File: config.mk
export PLATFORM = sky130hd
export DESIGN_NAME = tt_pad_oe_seq
export DESIGN_NICKNAME = d
export VERILOG_FILES = /design/src/rtl/tt_pad_oe_seq.sv
export SDC_FILE = /design/constraint.sdc
export NUM_CORES = 1
export LEC_CHECK = 0
export BUFFER_PORTS_ARGS = -buffer_cell sky130_fd_sc_hd__buf_2
export CORE_ASPECT_RATIO = 0.6
export CORE_MARGIN = 1.5
export CORE_UTILIZATION = 53
export CTS_BUF_LIST = sky130_fd_sc_hd__clkbuf_16
export DETAILED_ROUTE_END_ITERATION = 10
export MAX_ROUTING_LAYER = met4
export PLACE_DENSITY = 0.85
export RECOVER_POWER = 50
export SYNTH_ARGS = -nofsm -noshare
export SYNTH_HDL_FRONTEND = slang
export SYNTH_SLANG_ARGS = --single-unit
File: constraint.sdc
create_clock -name clk -period 3.2 [get_ports clk]
set_input_delay 0.32 -clock clk [delete_from_list [all_inputs] [get_ports clk]]
set_output_delay 0.32 -clock clk [all_outputs]
set_load 0.05 [all_outputs]
File: src/rtl/tt_pad_oe_seq.sv
// tt_pad_oe_seq
//    Per-pad output-enable sequencer for bidirectional pads. Every pad has its
//    own four-state FSM. The FSM inserts one SETUP cycle before the pad drives.
//    After any drive-off event it forces a turnaround of DEAD_CYCLES cycles,
//    during which the driver stays off. This keeps two drivers from fighting
//    on the pad while the bus turns around.
//
//    Optional build macro: TT_PAD_OE_KILL_SYNC_EN
//       defined   - kill goes through a 2-flop synchronizer that resets to 1.
//                   This adds 2 cycles of kill latency and holds the pads off
//                   for 2 cycles after reset.
//       undefined - kill is used as-is and must be synchronous to clk.
//
// Parameters
//    WIDTH       - number of pads
//    DEAD_CYCLES - turnaround length after drive-off; legal range 1..15
//
// Ports
//    clk     in   single clock; all state changes on its rising edge
//    rst_n   in   asynchronous active-low reset
//    oe_req  in   [WIDTH] per-pad drive request; 1 = drive
//    out_req in   [WIDTH] per-pad drive data
//    kill    in   global release; 1 = all pads go to high-Z
//    tx_en   out  [WIDTH] tristate enable; 1 = driving; registered
//    pad_out out  [WIDTH] out_req, registered with one cycle of latency
//    busy    out  1 while any pad is in SETUP or TURN; registered
//
// state | meaning
// ------+---------------------------------------------------------------
// OFF   | pad released; waits for oe_req with kill inactive
// SETUP | one-cycle arm step; the driver is still off
// ON    | pad driven
// TURN  | forced-off turnaround; counts DEAD_CYCLES-1 down to 0, ignores inputs

module tt_pad_oe_seq #(
    parameter int WIDTH       = 8,
    parameter int DEAD_CYCLES = 2
) (
    input  logic             clk,
    input  logic             rst_n,
    input  logic [WIDTH-1:0] oe_req,
    input  logic [WIDTH-1:0] out_req,
    input  logic             kill,
    output logic [WIDTH-1:0] tx_en,
    output logic [WIDTH-1:0] pad_out,
    output logic             busy
);

    typedef enum logic [1:0] {
        ST_OFF   = 2'd0,
        ST_SETUP = 2'd1,
        ST_ON    = 2'd2,
        ST_TURN  = 2'd3
    } state_t;

    localparam logic [3:0] DEAD_LOAD = 4'(DEAD_CYCLES - 1);

    state_t           state     [WIDTH];
    state_t           state_nxt [WIDTH];
    logic   [3:0]     cnt       [WIDTH];
    logic   [3:0]     cnt_nxt   [WIDTH];
    logic [WIDTH-1:0] tx_en_nxt;
    logic             busy_nxt;
    logic             kill_i;

`ifdef TT_PAD_OE_KILL_SYNC_EN
    // The synchronizer resets to 1, so pads stay released until it has
    // flushed after reset.
    logic [1:0] kill_sync;

    always_ff @(posedge clk or negedge rst_n) begin
        if (!rst_n) begin
            kill_sync <= 2'b11;
        end else begin
            kill_sync <= {kill_sync[0], kill};
        end
    end

    assign kill_i = kill_sync[1];
`else
    assign kill_i = kill;
`endif

    always_comb begin
        busy_nxt  = 1'b0;
        tx_en_nxt = '0;
        for (int i = 0; i < WIDTH; i++) begin
            state_nxt[i] = state[i];
            cnt_nxt[i]   = cnt[i];
            case (state[i])
                ST_OFF: begin
                    if (oe_req[i] && !kill_i) state_nxt[i] = ST_SETUP;
                end
                ST_SETUP: begin
                    state_nxt[i] = (oe_req[i] && !kill_i) ? ST_ON : ST_OFF;
                end
                ST_ON: begin
                    if (!oe_req[i] || kill_i) begin
                        state_nxt[i] = ST_TURN;
                        cnt_nxt[i]   = DEAD_LOAD;
                    end
                end
                default: begin
                    if (cnt[i] == 4'd0) begin
                        state_nxt[i] = ST_OFF;
                    end else begin
                        cnt_nxt[i] = cnt[i] - 4'd1;
                    end
                end
            endcase
            // Outputs are decoded from the next state and then registered.
            // This keeps them cycle-aligned with the state and free of any
            // combinational path from the inputs.
            tx_en_nxt[i] = (state_nxt[i] == ST_ON);
            if (state_nxt[i] == ST_SETUP || state_nxt[i] == ST_TURN) busy_nxt = 1'b1;
        end
    end

    always_ff @(posedge clk or negedge rst_n) begin
        if (!rst_n) begin
            for (int i = 0; i < WIDTH; i++) begin
                state[i] <= ST_OFF;
                cnt[i]   <= 4'd0;
            end
            tx_en   <= '0;
            pad_out <= '0;
            busy    <= 1'b0;
        end else begin
            for (int i = 0; i < WIDTH; i++) begin
                state[i] <= state_nxt[i];
                cnt[i]   <= cnt_nxt[i];
            end
            tx_en   <= tx_en_nxt;
            pad_out <= out_req;
            busy    <= busy_nxt;
        end
    end

endmodule

==> results.ini <==
[pwr]
clkPwrFrac = 0.237
p_sw_frac = 0.394
powerDensity_nw_per_um2 = 1020
seqPwrFrac = 0.399
power_switching_w = 0.00138
leakage_nw = 1.58
intPower_w = 0.00212
total_power_w = 0.00351
p_comb_frac = 0.364
vdd_ir_drop_max_uv = 490

[clocking]
clk_pin_slew_ns = 0.05
cts_buffers = 9
htreeDepth = 3
insertion_delay_ns = 0.33
cts_setup_buffers = 0
cts_buffer_depth = 2
root_buffer = clkbuf_16
cts.sinks = 65
cts_tree = done

[floorplanning]
die_h_um = 60.6
placementRows = 20
initial_utilization = 0.563
die_x_um = 99.0
ios = 36
dieArea_sq_um = 6000
core_sq_um = 5200

[outcome]
status = completed

[timing]
hold_slack_ns = 0.0961
max_freq_ghz = 0.481
setup-tns-final_ns = 0
hold_violations = 0
final-max-slew-violation-count = 0
worstMarginPinSlew_ns = 0.890
grt_setup_unrepaired = false
period_minus_slack_ns = 2.08
slew_headroom = 0.407
skew_ns = 0.00372
setup_viol = 0
period_share = 0.649

[flow_run]
cap_violations = 0

[logic_synthesis]
synthCells = 280
syn_nets = 307
ys_types = 38
synth_top_family_by_area = simple AND/OR/NAND/NOR gates
synth-simple-area-share = 0.203
synthXorXnorAreaFrac = 0.0478
avgSynthCellArea_sq_um = 10.5
yosysWarningCount = 0
synthMuxAreaShare = 0.00683
synthesis.area_sq_um = 2930
yosys.area_share.adder = 0.0341
synth_compound_area_frac = 0.116
synth-seq-cells = 65
synth-seq-area-share = 0.555

[routing]
antenna_left = 0
drt_drc_violations_left = 0
wirelength_um = 5520
wl_per_cell_um = 14.0
num_vias = 2175
dr.pass1.iters = 4
initialDrtViolationCount = 100
vias_per_cell = 5.52

[global_route]
grt_usage = 0.214
antenna_found_initial = 0
grt_max_degree = 27
grt-ovfl-total = 0
grt_pass1_wl_um = 9250
grt_pass1_vias = 2038

[placement]
gp_congestion = 0.868
io_buffers = 35
dpl_cell_area_sq_um = 3180
dp_hpwl_um = 4000

[setup_path]
r2r-end = busy
critPathCaptureType = flip-flop
path_max_fanout = 5
critPathLaunch = cnt[4]
rr_startpoint = cnt[4]
startpoint_type = flip-flop
crit_type = reg -> reg
worst_path_max_delay_cell = dfrtp_1
worstPathCellList = inv_1, ha_1, or3b_1, and3_1, a211o_1, nor4_1, nand2_1
reg2reg_depth = 7
max_stage_delay_ns = 0.40
cp_data_required_time_ns = 3.40
crit_arrival_ns = 2.28
reg2reg_setup_slack_ns = 1.12

[min_path]
min_to = pad_out[2]
hold_class = in -> reg
worstHoldStart = out_req[2]
hold_depth = 1

[final_layout]
antennaDiodeCount = 0
layout.nets = 351
drive_above_1_share = 0.128
final_area_sq_um = 3420
area_growth_pct = 16.7

placed cells by master (no fill, tap or decap), types with 8 or more instances in the layout:
cell	instances
dfrtp_1	65
nor3_1	12
clkbuf_16	9
ha_1	8
nor2_1	24
xor2_1	13
clkbuf_1	14
inv_1	22
a21oi_1	15
o21ai_0	13
nand2_1	19
buf_2	21
nor3b_1	10
state kept, by name, summed over array words and instances, names as in the netlist:
name / count
state: 16
pad_out: 8
cnt: 32
busy: 1
tx_en: 8
stage by stage:
| step | util | setup WS, ns | cells |
|---|---|---|---|
| after detailed placement | 0.611 | 1.12 | 378 |
| after floorplan | - | 1.17 | 280 |
| final | 0.658 | 1.12 | 394 |
| after global placement | 0.611 | 1.21 | 378 |
| after global routing | 0.658 | 1.04 | 394 |
| after CTS | 0.661 | 1.12 | 394 |
logic make-up (layout without fill, tap and decap cells):
kind of cell | after synthesis | in the layout
and+or+nand+nor | 108 | 108
DFF | 65 | 65
AOI/OAI and AO/OA | 54 | 54
buffers and inverters | 27 | 75
xor gates and xnor gates | 16 | 16
adders and majority gates | 8 | 8
muxes | 2 | 2
repair_timing:
action / 4_1_cts / 5_1_grt
gates resized for setup: 0 / 0
hold buffers: 1 / 0
endpoints found under the hold margin: 16 / 0
cell type report:
| cell class | instances | area, sq um |
|---|---|---|
| clock buffer | 9 | 225 |
| inverter | 22 | 82.6 |
| multi-input combinational | 188 | 1200 |
| clock inverter | 6 | 26.3 |
| fill | 405 | 1780 |
| sequential | 65 | 1630 |
| timing repair buffer | 38 | 183 |
| tap | 66 | 82.6 |
layer usage:
| layer | global-route usage | share of wire | vias to the layer above |
|---|---|---|---|
| met5 | - | 0 | - |
| met4 | 0.0735 | 0.0058 | 0 |
| met3 | 0.0657 | 0.051 | 2 |
| met2 | 0.328 | 0.45 | 58 |
| met1 | 0.275 | 0.49 | 1040 |
| li1 | - | - | 1075 |
how the worst max path moves through the flow:
stage,end,slack (ns),depth (start not counted)
detailed placement,busy,1.12,7
finish,busy,1.12,7
global route,busy,1.04,7
CTS,busy,1.12,7
floorplan,busy,1.17,8
global placement,busy,1.21,7
Yosys cell counts:
master    count  area share
a211o_1       5       0.015
a21oi_1      15       0.026
a22o_1        4       0.012
a22oi_1       2      0.0051
a311oi_1      1      0.0030
a31oi_1       5       0.011
a41oi_1       2      0.0060
and2_1        2      0.0043
and3_1        4      0.0085
and3_4        1      0.0038
buf_6         1      0.0038
clkbuf_1      4      0.0051
dfrtp_1      65        0.55
ha_1          8       0.034
inv_1        22       0.028
mux2i_1       2      0.0068
nand2_1      19       0.024
nand2b_1      3      0.0064
nand3_1       4      0.0068
nand4_1       2      0.0043
nor2_1       24       0.031
nor2b_1       7       0.015
nor3_1       12       0.020
nor3b_1      10       0.026
nor4_1        4      0.0085
nor4_2        1      0.0043
o211ai_1      2      0.0051
o21ai_0      13       0.022
o22ai_1       2      0.0043
o31ai_1       3      0.0077
or2_2         1      0.0021
or2b_1        1      0.0026
or3_1         5       0.011
or3_4         1      0.0038
or3b_1        4       0.012
or3b_2        3      0.0090
xnor2_1       3      0.0090
xor2_1       13       0.039
power groups by stage:
stage | combinational (W) | sequential [W] | clock, W
2_1_floorplan | 0.000908 | 0.00147 | 0
5_1_grt | 0.00145 | 0.00144 | 0.000886
3_5_place_dp | 0.00128 | 0.00140 | 0
3_3_place_gp | 0.00122 | 0.00139 | 0
4_1_cts | 0.00129 | 0.00139 | 0.000854
6_report | 0.00128 | 0.00140 | 0.000830
critical path: cells and delay by family (launching register included):
family | cells | cell delay, ns
fa+ha+maj | 1 | 0.19
flops | 1 | 0.40
compound gates | 1 | 0.28
buf+inv | 1 | 0.07
simple gates | 4 | 1.01
No activity file was read; power rests on OpenSTA's default activity.
